File: src/rtl/fetch_stage_pkg.sv
// Shared widths, stall encodings and helpers for the IF stage.
package fetch_stage_pkg;

    // Width of the pipeline stall bus; bit 0 controls the PC, bit 1 the IF/ID register
    localparam int STALL_W     = 6;

    // Branch bus from ID: {br_e, br_addr[31:0]}
    localparam int BR_WD       = 33;

    // IF -> ID bus: {ce, pc[31:0]}
    localparam int IF_TO_ID_WD = 33;

    // Stall bit encodings
    localparam logic STOP      = 1'b1;
    localparam logic NO_STOP   = 1'b0;

    // Default boot address (MIPS kseg1 boot ROM)
    localparam logic [31:0] RESET_VECTOR_DEF = 32'hBFC0_0000;

    // Sequential next fetch address; wraps naturally at 32 bits
    function automatic logic [31:0] pc_plus4(input logic [31:0] pc);
        return pc + 32'd4;
    endfunction

endpackage

File: src/rtl/fetch_stage_br_redirect_hold.sv
// Holds a branch redirect that arrives while the PC is frozen, so it can be
// applied on the first edge after the stall releases.
module br_redirect_hold
    import fetch_stage_pkg::*;
(
    input  logic        clk,
    input  logic        rst,
    input  logic        hold,
    input  logic        br_e,
    input  logic [31:0] br_addr,
    output logic        pend,
    output logic [31:0] pend_addr
);

    logic        pend_q;
    logic        pend_d;
    logic [31:0] pend_addr_q;
    logic [31:0] pend_addr_d;

    // Capture the latest redirect during a hold; drop it on the first non-held edge,
    // where either it or a fresher redirect has been consumed by the PC logic
    always_comb begin
        pend_d      = pend_q;
        pend_addr_d = pend_addr_q;
        if (hold) begin
            if (br_e) begin
                pend_d      = 1'b1;
                pend_addr_d = br_addr;
            end
        end else begin
            pend_d = 1'b0;
        end
    end

    // Pending-redirect registers with synchronous reset
    always_ff @(posedge clk) begin
        if (rst) begin
            pend_q      <= 1'b0;
            pend_addr_q <= 32'h0000_0000;
        end else begin
            pend_q      <= pend_d;
            pend_addr_q <= pend_addr_d;
        end
    end

    assign pend      = pend_q;
    assign pend_addr = pend_addr_q;

endmodule

File: src/rtl/fetch_stage.sv
// IF stage of the 5-stage MIPS pipeline: owns the PC, issues one instruction
// SRAM read per cycle, honours the PC stall and applies redirects from ID.
module fetch_stage
    import fetch_stage_pkg::*;
#(
    parameter logic [31:0] RESET_VECTOR = RESET_VECTOR_DEF,
    parameter int          CNT_W        = 32
) (
    input  logic                   clk,
    input  logic                   rst,
    input  logic [STALL_W-1:0]     stall,
    input  logic [BR_WD-1:0]       br_bus,
    output logic [IF_TO_ID_WD-1:0] if_to_id_bus,
    output logic                   inst_sram_en,
    output logic [3:0]             inst_sram_wen,
    output logic [31:0]            inst_sram_addr,
    output logic [31:0]            inst_sram_wdata,
    output logic [CNT_W-1:0]       fetch_cnt
);

    typedef enum logic [1:0] {
        S_BOOT = 2'd0,
        S_RUN  = 2'd1,
        S_HOLD = 2'd2
    } fetch_state_e;

    fetch_state_e     state_q;
    fetch_state_e     state_d;
    logic [31:0]      pc_q;
    logic [31:0]      pc_d;
    logic             ce_q;
    logic             ce_d;
    logic [CNT_W-1:0] fetch_cnt_q;
    logic [CNT_W-1:0] fetch_cnt_d;

    logic             br_e;
    logic [31:0]      br_addr;
    logic             pc_stop;
    logic             hold_redirect;
    logic             pend;
    logic [31:0]      pend_addr;
    logic [31:0]      next_pc;
    logic             unused_stall_bits;

    assign br_e    = br_bus[32];
    assign br_addr = br_bus[31:0];
    assign pc_stop = (stall[0] == STOP);

    // Only stall[0] steers the PC; the IF/ID bubble is inserted in ID
    assign unused_stall_bits = ^stall[STALL_W-1:1];

    br_redirect_hold u_br_redirect_hold (
        .clk       (clk),
        .rst       (rst),
        .hold      (hold_redirect),
        .br_e      (br_e),
        .br_addr   (br_addr),
        .pend      (pend),
        .pend_addr (pend_addr)
    );

    // Next sequential-or-redirected PC: a fresh redirect beats a held one
    always_comb begin
        next_pc = pc_plus4(pc_q);
        if (br_e) begin
            next_pc = br_addr;
        end else if (pend) begin
            next_pc = pend_addr;
        end
    end

    // Boot/run/hold sequencing of the PC and chip-enable
    always_comb begin
        state_d       = state_q;
        pc_d          = pc_q;
        ce_d          = ce_q;
        hold_redirect = 1'b0;
        case (state_q)
            S_BOOT: begin
                if (!pc_stop) begin
                    pc_d    = RESET_VECTOR;
                    ce_d    = 1'b1;
                    state_d = S_RUN;
                end
            end
            S_RUN, S_HOLD: begin
                if (pc_stop) begin
                    hold_redirect = 1'b1;
                    state_d       = S_HOLD;
                end else begin
                    pc_d    = next_pc;
                    ce_d    = 1'b1;
                    state_d = S_RUN;
                end
            end
            default: begin
                state_d = S_BOOT;
            end
        endcase
    end

    // Count cycles in which a real fetch advances
    always_comb begin
        fetch_cnt_d = fetch_cnt_q;
        if (ce_q && !pc_stop) begin
            fetch_cnt_d = fetch_cnt_q + CNT_W'(1);
        end
    end

    // PC, chip-enable, state and counter registers with synchronous reset
    always_ff @(posedge clk) begin
        if (rst) begin
            state_q     <= S_BOOT;
            pc_q        <= RESET_VECTOR - 32'd4;
            ce_q        <= 1'b0;
            fetch_cnt_q <= '0;
        end else begin
            state_q     <= state_d;
            pc_q        <= pc_d;
            ce_q        <= ce_d;
            fetch_cnt_q <= fetch_cnt_d;
        end
    end

    assign if_to_id_bus    = {ce_q, pc_q};
    assign inst_sram_en    = ce_q;
    assign inst_sram_wen   = 4'b0000;
    assign inst_sram_addr  = pc_q;
    assign inst_sram_wdata = 32'h0000_0000;
    assign fetch_cnt       = fetch_cnt_q;

endmodule
File: config.mk
export PLATFORM = sky130hd
export DESIGN_NAME = fetch_stage
export DESIGN_NICKNAME = d
export VERILOG_FILES = /design/src/rtl/fetch_stage_pkg.sv /design/src/rtl/fetch_stage_br_redirect_hold.sv /design/src/rtl/fetch_stage.sv
export SDC_FILE = /design/constraint.sdc
export NUM_CORES = 1
export LEC_CHECK = 0
export ABC_AREA = 1
export CAP_MARGIN = 20
export CELL_PAD_IN_SITES_DETAIL_PLACEMENT = 1
export CELL_PAD_IN_SITES_GLOBAL_PLACEMENT = 1
export CORE_AREA = 4 4 140 142
export CTS_CLUSTER_DIAMETER = 100
export DETAILED_ROUTE_END_ITERATION = 8
export DIE_AREA = 0 0 144 146
export MAX_ROUTING_LAYER = met4
export PLACE_DENSITY = 0.8
export SYNTH_ARGS = -nofsm -noshare
export SYNTH_HDL_FRONTEND = slang
export SYNTH_SLANG_ARGS = --single-unit
File: constraint.sdc
create_clock -name clk -period 1.96 [get_ports clk]
set_input_delay 0.294 -clock clk [delete_from_list [all_inputs] [get_ports clk]]
set_output_delay 0.294 -clock clk [all_outputs]
set_load 0.01 [all_outputs]
==> impl_results.html <==
<table>
<tr><th>Metric</th><th>Value</th></tr>
<tr><th colspan="2">Route</th></tr>
<tr><td>Detailed-route wire length</td><td>20900 um</td></tr>
<tr><td>Router iterations before antenna repair</td><td>4</td></tr>
<tr><td>Via total after detailed routing</td><td>6404</td></tr>
<tr><td>Post-route DRC violation count</td><td>0</td></tr>
<tr><td>Average wire length per cell after detail routing</td><td>16.3 um</td></tr>
<tr><td>Routed via count divided by cell count</td><td>between 5 and 6</td></tr>
<tr><td>Iteration-0 DRC Markers</td><td>~350</td></tr>
<tr><td>Final ANT Viol Nets</td><td>0</td></tr>
<tr><th colspan="2">GRT</th></tr>
<tr><td>Total GRT Usage</td><td>0.200</td></tr>
<tr><td>Initial antenna violation count</td><td>0</td></tr>
<tr><td>GR Layer Usage met1</td><td>0.259</td></tr>
<tr><td>Maximum number of pins on one net before global-route repair</td><td>between 50 and 60</td></tr>
<tr><td>Grt peak-use layer</td><td>met2</td></tr>
<tr><td>M3 GR Usage</td><td>0.0329</td></tr>
<tr><td>Wire length of the first global-routing pass</td><td>between 30000 and 40000 um</td></tr>
<tr><td>Aggregate global routing overflow</td><td>0</td></tr>
<tr><td>Met2 Resource Use GR</td><td>0.329</td></tr>
<tr><td>Vias in the first global route</td><td>approximately 6400</td></tr>
<tr><th colspan="2">Cells and area</th></tr>
<tr><td>Final instance area</td><td>between 7000 and 8000 um^2</td></tr>
<tr><td>Area taken by multi-input logic gates</td><td>3160 um^2</td></tr>
<tr><td>Synthesis-to-layout area growth</td><td>31.0%</td></tr>
<tr><td>Fill cell count</td><td>2372</td></tr>
<tr><td>Antenna fix cells</td><td>0</td></tr>
<tr><td>Layout cells sized above 1</td><td>0.108</td></tr>
<tr><td>Register area</td><td>approximately 2000 um^2</td></tr>
<tr><td>Number of nets in the layout</td><td>approximately 1100</td></tr>
<tr><th colspan="2">Critical path</th></tr>
<tr><td>Crit path capture type</td><td>flip-flop</td></tr>
<tr><td>Worst Setup Path Type</td><td>flip-flop to flip-flop</td></tr>
<tr><td>Crit path required time</td><td>roughly 2.3 ns</td></tr>
<tr><td>Critical path fanouts, max</td><td>10</td></tr>
<tr><td>Data arrival time of the worst path</td><td>between 2 and 2.5 ns</td></tr>
<tr><td>Critical path startpoint category</td><td>flip-flop</td></tr>
<tr><td>Setup slack of the most critical reg-to-reg path</td><td>between 0.15 and 0.2 ns</td></tr>
<tr><th colspan="2">Synth</th></tr>
<tr><td>Primary FF master, synth</td><td>dfxtp_1</td></tr>
<tr><td>Adder-cell share of the synthesized area</td><td>0.00840</td></tr>
<tr><td>Library cell with the largest summed area after synthesis</td><td>dfxtp_1</td></tr>
<tr><td>Yosys reg bits</td><td>100</td></tr>
<tr><td>Synthesized instance count</td><td>around 900</td></tr>
<tr><td>Average instance area after synthesis</td><td>around 6.6 um^2</td></tr>
<tr><td>Count of yosys warnings during synthesis</td><td>0</td></tr>
<tr><td>Sequential area share after synthesis</td><td>0.336</td></tr>
<tr><td>Netlist area before placement</td><td>approximately 6000 um^2</td></tr>
<tr><td>Synth Area in Compound Gates</td><td>0.166</td></tr>
<tr><td>Number of unique standard cell types used by synthesis</td><td>47</td></tr>
<tr><td>Combinational family with the most area after synthesis</td><td>simple AND/OR/NAND/NOR gates</td></tr>
<tr><td>Share of Yosys cell area claimed by the top area cell type</td><td>0.336</td></tr>
<tr><td>Number of enable flip-flop cells after synthesis</td><td>0</td></tr>
<tr><td>Cell types with the largest area share after synthesis</td><td>dfxtp_1, nand2_1, buf_4, a21oi_1, nor2_1</td></tr>
<tr><td>Most frequent cell after synthesis</td><td>nand2_1</td></tr>
<tr><td>XOR/XNOR Fraction of Synth Area</td><td>0.0118</td></tr>
<tr><td>Basic-gate share of the synthesized area counting and, or, nand and nor cells</td><td>0.317</td></tr>
<tr><td>Top cells by count, synth</td><td>nand2_1, nor2_1, dfxtp_1</td></tr>
<tr><td>Share of synthesized registers carrying an async set or reset</td><td>0</td></tr>
<tr><td>Share of cell area taken by muxes after synthesis</td><td>0</td></tr>
<tr><th colspan="2">Placed design</th></tr>
<tr><td>Input/output buffers</td><td>roughly 130</td></tr>
<tr><td>Setup Slack @ Placement</td><td>-0.0867 ns</td></tr>
<tr><td>Final weighted congestion in routability-driven placement</td><td>between 0.8 and 0.9</td></tr>
<tr><td>Detailed placement HPWL</td><td>roughly 16000 um</td></tr>
<tr><td>Cell area after placement</td><td>~7500 um^2</td></tr>
<tr><th colspan="2">Floorplanning</th></tr>
<tr><td>Number of ports placed on the die boundary</td><td>about 180</td></tr>
<tr><td>Number of core rows</td><td>50</td></tr>
<tr><td>Die Height</td><td>about 150 um</td></tr>
<tr><td>Starting utilization of the core area</td><td>0.323</td></tr>
<tr><td>Die outline area</td><td>~21000 um^2</td></tr>
<tr><td>Die width</td><td>144 um</td></tr>
<tr><td>Placeable core region</td><td>approximately 18000 um^2</td></tr>
<tr><th colspan="2">STA</th></tr>
<tr><td>Setup repair after global routing missed its margin</td><td>no</td></tr>
<tr><td>Setup-failing EPs final</td><td>0</td></tr>
<tr><td>Setup ws final</td><td>approximately 0.15 ns</td></tr>
<tr><td>Upper clock frequency limit</td><td>around 0.55 GHz</td></tr>
<tr><td>Final critical-path share of the clock period</td><td>0.921</td></tr>
<tr><td>Setup skew after layout</td><td>0.0122 ns</td></tr>
<tr><td>Number of slew-limit violations in the final report</td><td>0</td></tr>
<tr><td>Fin crit period</td><td>about 1.8 ns</td></tr>
<tr><td>Final number of hold-violating endpoints</td><td>0</td></tr>
<tr><th colspan="2">Power</th></tr>
<tr><td>Clock group share of total power</td><td>0.294</td></tr>
<tr><td>Cell Int Power</td><td>3.75 mW</td></tr>
<tr><td>Part of the total power dissipated in combinational logic</td><td>0.299</td></tr>
<tr><td>Sequential share of power</td><td>0.407</td></tr>
<tr><td>Power Density</td><td>around 730 nW/um^2</td></tr>
<tr><td>Leakage power total</td><td>between 3 and 4 nW</td></tr>
<tr><td>Net switching power figure</td><td>1.96 mW</td></tr>
<tr><td>Max rail drop VDD</td><td>approximately 0.45 mV</td></tr>
<tr><td>Switching share of power</td><td>0.344</td></tr>
<tr><th colspan="2">Clock tree</th></tr>
<tr><td>Clock insertion delay at the later pin of the skew report</td><td>around 0.36 ns</td></tr>
<tr><td>Buffers from clock root to sink, at most</td><td>2</td></tr>
<tr><td>Postcts setup bufs</td><td>0</td></tr>
<tr><td>Clock-pin slew on the worst setup and hold paths</td><td>~0.070 ns</td></tr>
<tr><td>Clock tree sinks</td><td>100</td></tr>
<tr><td>Root Driver</td><td>clkbuf_16</td></tr>
<tr><td>TritonCTS buffer count</td><td>9</td></tr>
<tr><td>CTS tree</td><td>built</td></tr>
<tr><td>H-tree Lvls</td><td>3</td></tr>
<tr><th colspan="2">Min path</th></tr>
<tr><td>Tightest Hold Check Type</td><td>input pin to flip-flop</td></tr>
<tr><th colspan="2">Status</th></tr>
<tr><td>Run status</td><td>complete, no violations</td></tr>
<tr><th colspan="2">Run</th></tr>
<tr><td>Number of maximum-capacitance constraint violations</td><td>0</td></tr>
</table>
## per-stage QoR
stage                     std cells  hold slack [ns]  setup TNS, ns  total power [mW]   util
final                          1279            0.287              0              5.71  0.423
after global routing           1279            0.311              0              6.02  0.423
after CTS                      1279            0.281              0              5.73  0.421
after detailed placement       1266            0.442         -0.421              4.05  0.407
after global placement         1266            0.432        -0.0519              4.01  0.407
after floorplan                 937            0.424              0              3.36      -
## worst max-delay path, cell delays in order (launching register included)
cell and delay (ns):
dfxtp_1 0.37, inv_1 0.06, ha_2 0.38, inv_2 0.13
nor2_2 0.15, inv_2 0.14, buf_4 0.17, nor2_1 0.22
nand2_1 0.09, nand2_1 0.06
## power by group through the flow
stage                     sequential [mW]  combinational, mW  clock [mW]
after floorplan                      2.38              0.983           0
after global placement               2.36               1.65           0
after detailed placement             2.37               1.68           0
after CTS                            2.32               1.69        1.71
after global routing                 2.35               1.88        1.79
final                                2.33               1.71        1.68
## path summary, 6_finish.rpt
| path | start | to | depth (start not counted) |
|---|---|---|---|
| max | state_q[0] | inst_sram_addr[15] | 9 |
| min | rst | fetch_cnt[19] | 2 |
| max reg2reg | state_q[0] | inst_sram_addr[15] | 9 |
| min reg2reg | u_br_redirect_hold.pend_addr[8] | u_br_redirect_hold.pend_addr[8] | 2 |
## cell type report
| type | count | share of cell area |
|---|---|---|
| Timing Repair Buffer | 195 | 0.231 |
| Sequential cell | 100 | 0.257 |
| Clock buffer | 9 | 0.0289 |
| Tap cell | 234 | 0.0375 |
| Clock inverter | 4 | 0.00369 |
| Inverter | 77 | 0.0370 |
| Multi-Input combinational cell | 660 | 0.405 |
## sequential cells by signal, summed over array words and instances (netlist names)
name,cells
inst_sram_en,1
fetch_cnt,32
inst_sram_addr,32
u_br_redirect_hold.pend_addr,32
state_q,2
u_br_redirect_hold.pend,1
## per-layer routing
metal  part of all wire  vias up
met1               0.45     3090
met5                  0        -
met2               0.49      146
met4              0.014        0
li1                   -     3143
met3              0.044       25
## placed cells by master (no fill, tap or decap), types with 11 or more instances in the layout
master,instances
nand3_1,56
conb_1,36
nor2_1,101
buf_4,61
nor2_2,11
o21ai_0,46
inv_1,71
a21oi_1,99
dfxtp_1,99
clkdlybuf4s50_1,132
nand2_1,209
nor3_1,17
## cell families after synthesis
logic type | after synthesis
compound gates | 179
simple gates | 433
fa+ha+maj | 4
buf+inv | 177
xor+xnor | 8
other cells | 1
flops | 100
## what timing repair did
item | in CTS | in global routing
hold buffers | 0 | 0
endpoints found under the hold margin | 0 | 0
setup endpoints to repair | 0 | 27
gates resized for setup | 0 | 9
No activity file was read; power rests on OpenSTA's default activity.
